`src/rtl/uart_core.sv`:
```
// Full-duplex UART: tick-driven oversampled RX with start validation, BP-counted TX, configurable frame.
// TX line changes one cycle after acceptance; RX flags a word ~mid-stop + 3; tx_ready only in IDLE; a word not yet taken is overwritten and flagged as overrun.
module uart_core #(
  parameter int CLK_DIV    = 326,
  parameter int OVERSAMPLE = 16,
  parameter int DATA_BITS  = 8,
  parameter int PARITY     = 0,
  parameter int STOP_BITS  = 1
) (
  input  logic                 clk,
  input  logic                 reset,
  input  logic                 UART_RXD,
  output logic                 UART_TXD,
  input  logic [DATA_BITS-1:0] tx_data,
  input  logic                 tx_valid,
  output logic                 tx_ready,
  output logic [DATA_BITS-1:0] rx_data,
  output logic                 rx_valid,
  input  logic                 rx_ready,
  output logic                 rx_frame_err,
  output logic                 rx_parity_err,
  output logic                 rx_overrun
);
  localparam int BP = CLK_DIV * OVERSAMPLE;
  localparam int DW = $clog2(CLK_DIV);
  localparam int TW = $clog2(OVERSAMPLE);
  localparam int BW = $clog2(BP);

  typedef enum logic [2:0] {S_IDLE, S_START, S_DATA, S_PAR, S_STOP} state_t;

  state_t                 rx_state_q, rx_state_d, tx_state_q, tx_state_d;
  logic [DW-1:0]          div_q, div_d;
  logic                   rxd_s1_q, rxd_s2_q, rxd_prev_q;
  logic [TW-1:0]          rx_tcnt_q, rx_tcnt_d;
  logic [3:0]             rx_bcnt_q, rx_bcnt_d, tx_bcnt_q, tx_bcnt_d;
  logic [DATA_BITS-1:0]   rx_sh_q, rx_sh_d, rx_data_q, rx_data_d, tx_sh_q, tx_sh_d;
  logic                   rx_par_q, rx_par_d, rx_valid_q, rx_valid_d;
  logic                   ferr_q, ferr_d, perr_q, perr_d, ovr_q, ovr_d;
  logic [BW-1:0]          tx_cnt_q, tx_cnt_d;
  logic                   tx_par_q, tx_par_d, txd_q, txd_d;
  logic                   tick, rx_bit_end, tx_bit_end;

  assign tick       = (div_q == DW'(CLK_DIV - 1));
  assign div_d      = tick ? '0 : div_q + 1'b1;
  assign rx_bit_end = tick && (rx_tcnt_q == TW'(OVERSAMPLE - 1));
  assign tx_bit_end = (tx_cnt_q == BW'(BP - 1));

  always_comb begin
    rx_state_d = rx_state_q;
    rx_tcnt_d  = rx_tcnt_q;
    rx_bcnt_d  = rx_bcnt_q;
    rx_sh_d    = rx_sh_q;
    rx_par_d   = rx_par_q;
    rx_data_d  = rx_data_q;
    rx_valid_d = rx_valid_q;
    ferr_d     = ferr_q;
    perr_d     = perr_q;
    ovr_d      = ovr_q;
    if (rx_valid_q && rx_ready) rx_valid_d = 1'b0;
    if (tick && rx_state_q != S_IDLE) rx_tcnt_d = rx_tcnt_q + 1'b1;
    case (rx_state_q)
      S_IDLE: begin
        if (rxd_prev_q && !rxd_s2_q) begin
          rx_state_d = S_START;
          rx_tcnt_d  = '0;
        end
      end
      S_START: begin
        // Mid-start resample: a line back high here was a glitch.
        if (tick && rx_tcnt_q == TW'(OVERSAMPLE / 2 - 1)) begin
          rx_tcnt_d  = '0;
          rx_bcnt_d  = '0;
          rx_state_d = rxd_s2_q ? S_IDLE : S_DATA;
        end
      end
      S_DATA: begin
        if (rx_bit_end) begin
          rx_tcnt_d = '0;
          rx_sh_d   = {rxd_s2_q, rx_sh_q[DATA_BITS-1:1]};
          if (rx_bcnt_q == 4'(DATA_BITS - 1)) rx_state_d = (PARITY != 0) ? S_PAR : S_STOP;
          else                                rx_bcnt_d  = rx_bcnt_q + 1'b1;
        end
      end
      S_PAR: begin
        if (rx_bit_end) begin
          rx_tcnt_d  = '0;
          rx_par_d   = rxd_s2_q;
          rx_state_d = S_STOP;
        end
      end
      S_STOP: begin
        if (rx_bit_end) begin
          rx_state_d = S_IDLE;
          rx_data_d  = rx_sh_q;
          rx_valid_d = 1'b1;
          ferr_d     = !rxd_s2_q;
          perr_d     = (PARITY != 0) && ((^rx_sh_q ^ rx_par_q) != (PARITY == 1));
          if (rx_valid_q && !rx_ready) ovr_d = 1'b1;
        end
      end
      default: rx_state_d = S_IDLE;
    endcase
  end

  always_comb begin
    tx_state_d = tx_state_q;
    tx_cnt_d   = tx_bit_end ? '0 : tx_cnt_q + 1'b1;
    tx_bcnt_d  = tx_bcnt_q;
    tx_sh_d    = tx_sh_q;
    tx_par_d   = tx_par_q;
    case (tx_state_q)
      S_IDLE: begin
        tx_cnt_d = '0;
        if (tx_valid) begin
          tx_state_d = S_START;
          tx_sh_d    = tx_data;
          tx_par_d   = (^tx_data) ^ (PARITY == 1);
        end
      end
      S_START: if (tx_bit_end) begin
        tx_state_d = S_DATA;
        tx_bcnt_d  = '0;
      end
      S_DATA: if (tx_bit_end) begin
        tx_sh_d = tx_sh_q >> 1;
        if (tx_bcnt_q == 4'(DATA_BITS - 1)) begin
          tx_bcnt_d  = '0;
          tx_state_d = (PARITY != 0) ? S_PAR : S_STOP;
        end else begin
          tx_bcnt_d = tx_bcnt_q + 1'b1;
        end
      end
      S_PAR: if (tx_bit_end) begin
        tx_state_d = S_STOP;
        tx_bcnt_d  = '0;
      end
      S_STOP: if (tx_bit_end) begin
        if (tx_bcnt_q == 4'(STOP_BITS - 1)) tx_state_d = S_IDLE;
        else                               tx_bcnt_d  = tx_bcnt_q + 1'b1;
      end
      default: tx_state_d = S_IDLE;
    endcase
    // Line level is registered from the next state so the pin never glitches.
    case (tx_state_d)
      S_START: txd_d = 1'b0;
      S_DATA:  txd_d = tx_sh_d[0];
      S_PAR:   txd_d = tx_par_d;
      default: txd_d = 1'b1;
    endcase
  end

  always_ff @(posedge clk) begin
    if (reset) begin
      div_q      <= '0;
      rxd_s1_q   <= 1'b1;
      rxd_s2_q   <= 1'b1;
      rxd_prev_q <= 1'b1;
      rx_state_q <= S_IDLE;
      rx_tcnt_q  <= '0;
      rx_bcnt_q  <= '0;
      rx_sh_q    <= '0;
      rx_par_q   <= 1'b0;
      rx_data_q  <= '0;
      rx_valid_q <= 1'b0;
      ferr_q     <= 1'b0;
      perr_q     <= 1'b0;
      ovr_q      <= 1'b0;
      tx_state_q <= S_IDLE;
      tx_cnt_q   <= '0;
      tx_bcnt_q  <= '0;
      tx_sh_q    <= '0;
      tx_par_q   <= 1'b0;
      txd_q      <= 1'b1;
    end else begin
      div_q      <= div_d;
      rxd_s1_q   <= UART_RXD;
      rxd_s2_q   <= rxd_s1_q;
      rxd_prev_q <= rxd_s2_q;
      rx_state_q <= rx_state_d;
      rx_tcnt_q  <= rx_tcnt_d;
      rx_bcnt_q  <= rx_bcnt_d;
      rx_sh_q    <= rx_sh_d;
      rx_par_q   <= rx_par_d;
      rx_data_q  <= rx_data_d;
      rx_valid_q <= rx_valid_d;
      ferr_q     <= ferr_d;
      perr_q     <= perr_d;
      ovr_q      <= ovr_d;
      tx_state_q <= tx_state_d;
      tx_cnt_q   <= tx_cnt_d;
      tx_bcnt_q  <= tx_bcnt_d;
      tx_sh_q    <= tx_sh_d;
      tx_par_q   <= tx_par_d;
      txd_q      <= txd_d;
    end
  end

  assign UART_TXD      = txd_q;
  assign tx_ready      = (tx_state_q == S_IDLE);
  assign rx_data       = rx_data_q;
  assign rx_valid      = rx_valid_q;
  assign rx_frame_err  = ferr_q;
  assign rx_parity_err = perr_q;
  assign rx_overrun    = ovr_q;
endmodule

```
`config.mk`:
```
export PLATFORM = sky130hd
export DESIGN_NAME = uart_core
export DESIGN_NICKNAME = d
export VERILOG_FILES = /design/src/rtl/uart_core.sv
export SDC_FILE = /design/constraint.sdc
export NUM_CORES = 1
export LEC_CHECK = 0
export ABC_AREA = 1
export ABC_CLOCK_PERIOD_IN_PS = 2510
export BUFFER_PORTS_ARGS = -buffer_cell sky130_fd_sc_hd__buf_2
export CAP_MARGIN = 40
export CORE_MARGIN = 2
export CORE_UTILIZATION = 25
export CTS_BUF_LIST = sky130_fd_sc_hd__clkbuf_16
export DETAILED_ROUTE_END_ITERATION = 10
export PLACE_DENSITY = 0.51
export SLEW_MARGIN = 20
export SYNTH_ARGS = -nofsm -noshare
export SYNTH_HDL_FRONTEND = slang
export SYNTH_SLANG_ARGS = --single-unit
```
`constraint.sdc`:
```
create_clock -name clk -period 2.51 [get_ports clk]
set_clock_uncertainty 0.05 [all_clocks]
set_input_delay 0.3765 -clock clk [delete_from_list [all_inputs] [get_ports clk]]
set_output_delay 0.3765 -clock clk [all_outputs]
set_load 0.02 [all_outputs]
```
==> flow_summary.toml <==
[layout]
final_common_cell = "nand2_1"
insertedDiodeCount = 0
areaGrowthSynthToFinish_pct = 18.9
layout_common_cells = "nand2_1, nor2_1, dfxtp_1, inv_1, o21ai_0"
num-fill-cells = 1547
final_util = 0.302
multiInputGateArea_um2 = 1750
final_nets = 561
register_area_um2 = 1440
drive_gt1_frac = 0.134

[detailed_routing]
routed_wl_mm = 7.11
via_count = 3095
drc = 0
viasPerCell = 4.26
drtIter0Drc = 128
routedWlPerCell_um = 9.80
firstDrtPassIters = 5
ant_nets = 0

[timing]
fin_tns_setup_ns = 0
tightest_slew_ns = 0.698
fin_hold_ws_ns = 0.187
slew_headroom = 0.534
timing.final.crit_share = 0.698
clock.fmax_mhz = 571
setup_viol = 0
rsz0062_at_grt = "no"
final-hold-violation-count = 0
fin_crit_ns = 1.75
final_max_slew_viol_count = 0

[clock_tree]
cts_buffer_depth = 2
htreeDepth = 3
clk_latency_ns = 0.33
hold_buffers = 0
cts_setup_buffers = 0
cts_inserted_buffers = 9
cts_sinks = 72
ctsResizeCount = 0
tritoncts = "done"
cts-root-buf = "clkbuf_16"
clk_pin_slew_ns = 0.06

[floorplanning]
dieWidth_um = 122
initial_core_util = 0.254
fp.dieH_um = 122
dieArea_um2 = 14900
core_um2 = 13800
num_rows = 43
io-pin-count = 27

[placement]
port_buffers = 25
routabilityCongestion = 0.831
dp_hpwl_mm = 5.28

[global_routing]
grtUsageTotal = 0.105
grt_pass1_vias = 2880
grt_start_max_net_pins = 28
grt_pass1_wl_mm = 12.7
antenna_found_initial = 0
grt_overflow = 0

[synth]
synth.yosys.warnings = 0
ys_top_cells_by_area = "dfxtp_1, nand2_1, nor2_1, inv_1, o21ai_0"
synth_top_area_frac = 0.413
syn-num-nets = 530
avgSynthCellArea_um2 = 6.85
async_reset_ff_frac = 0
ys_ff_latch = 72
synth_edf_count = 0
ys_types = 36
synthCells = 510
yosys.area.top_type = "dfxtp_1"
ys_seq_area_frac = 0.413
syn_area_um2 = 3490
synth-main-ff-cell = "dfxtp_1"

[status]
status = "complete, no violations"

[worst_setup_path]
cp-end-kind = "register"
crit_slowest_cell = "dfxtp_1"
crit_top_cell = "nor2_2"
crit_type = "register to register"
worst-path-max-fanout = 9
cp.required_ns = 2.73
crit_arrival_ns = 1.97
worstSetupStartpointType = "register"
max_stage_delay_ns = 0.38
path_cells = "ha_1, nand2_1, nor2_2, nand3_2, nor2_2, buf_4, o21ai_0, a21oi_1"

[pwr]
power_leakage_nw = 1.87
power_mw = 2.98
powerDensity_nw_per_um2 = 718
ir_drop_v = 0.000247

[hold_path]
hp-class = "primary input to register"

[run]
cap_violations = 0
per-stage QoR:
| step | setup WS (ns) | cell area [um^2] | cells |
|---|---|---|---|
| 2_1_floorplan | 1.02 | 3490 | 510 |
| 3_3_place_gp | 0.859 | 3820 | 710 |
| 3_5_place_dp | 0.780 | 3820 | 710 |
| 4_1_cts | 0.760 | 4150 | 726 |
| 5_1_grt | 0.549 | 4150 | 726 |
| 6_report | 0.758 | 4150 | 726 |
Yosys cell counts (2+ instances only):
cell	n
buf_4	2
a21oi_1	26
nand4_1	7
nand2_1	120
nor2_1	85
nand3_2	5
o21ai_1	5
nor3_1	13
ha_1	7
inv_1	67
dfxtp_1	72
o21ai_0	29
xnor2_1	3
or2_2	3
clkbuf_1	4
nand3_1	18
nand2_2	4
nor3_4	2
nor2_2	7
inv_2	5
a31oi_1	8
xor2_1	4
cell type report:
cell class,instances,area share
clock buffer,9,0.0542
clock inverter,7,0.0250
inverter,72,0.0651
multi-input combinational,359,0.421
sequential,72,0.347
tap,180,0.0542
timing repair buffer,27,0.0337
metal layers:
metal,up-vias,global-route usage,routed length [um]
li1,1677,-,-
met5,-,0,0
met1,1370,0.134,3550
met3,11,0.0181,194
met2,37,0.165,3160
met4,0,0.0654,204
critical path, delay by kind of cell (launching register included):
family          cells  cell delay, ns
buf+inv             1            0.20
compound gates      2            0.22
flops               1            0.38
fa+ha+maj           1            0.17
simple gates        4            0.67
state kept, by name, indices dropped and copies added, names as in the netlist, 3 cells and up:
signal / cells
tx_bcnt_q: 4
div_q: 9
tx_sh_q: 8
tx_cnt_q: 13
tx_state_q: 3
rx_state_q: 3
rx_data: 8
rx_bcnt_q: 4
rx_tcnt_q: 4
rx_sh_q: 8
cell families after synthesis:
family,Yosys count,synth area share
other,1,0.00107
adders and majority gates,7,0.0251
AOI/OAI and AO/OA,71,0.107
xor gates and xnor gates,7,0.0176
and+or+nand+nor,272,0.346
DFF,72,0.413
muxes,1,0.00287
buffers and inverters,79,0.0874
worst paths after layout:
path / startpoint / slack (ns) / depth (start not counted) / end
worst max-delay path: div_q[0]$_SDFF_PP0_ / 0.76 / 8 / rx_frame_err$_SDFFE_PP0P_
worst min-delay path: UART_RXD / 0.19 / 2 / rxd_s1_q$_SDFF_PP1_
worst max register to register: div_q[0]$_SDFF_PP0_ / 0.76 / 8 / rx_frame_err$_SDFFE_PP0P_
worst min register to register: rxd_s1_q$_SDFF_PP1_ / 0.37 / 1 / rxd_s2_q$_SDFF_PP1_
power by group:
group	total, mW	switching, mW	internal [mW]
clock	1.39	0.508	0.881
sequential	1.23	0.0388	1.19
combinational	0.366	0.238	0.127
(Power assumes the default switching activity.)
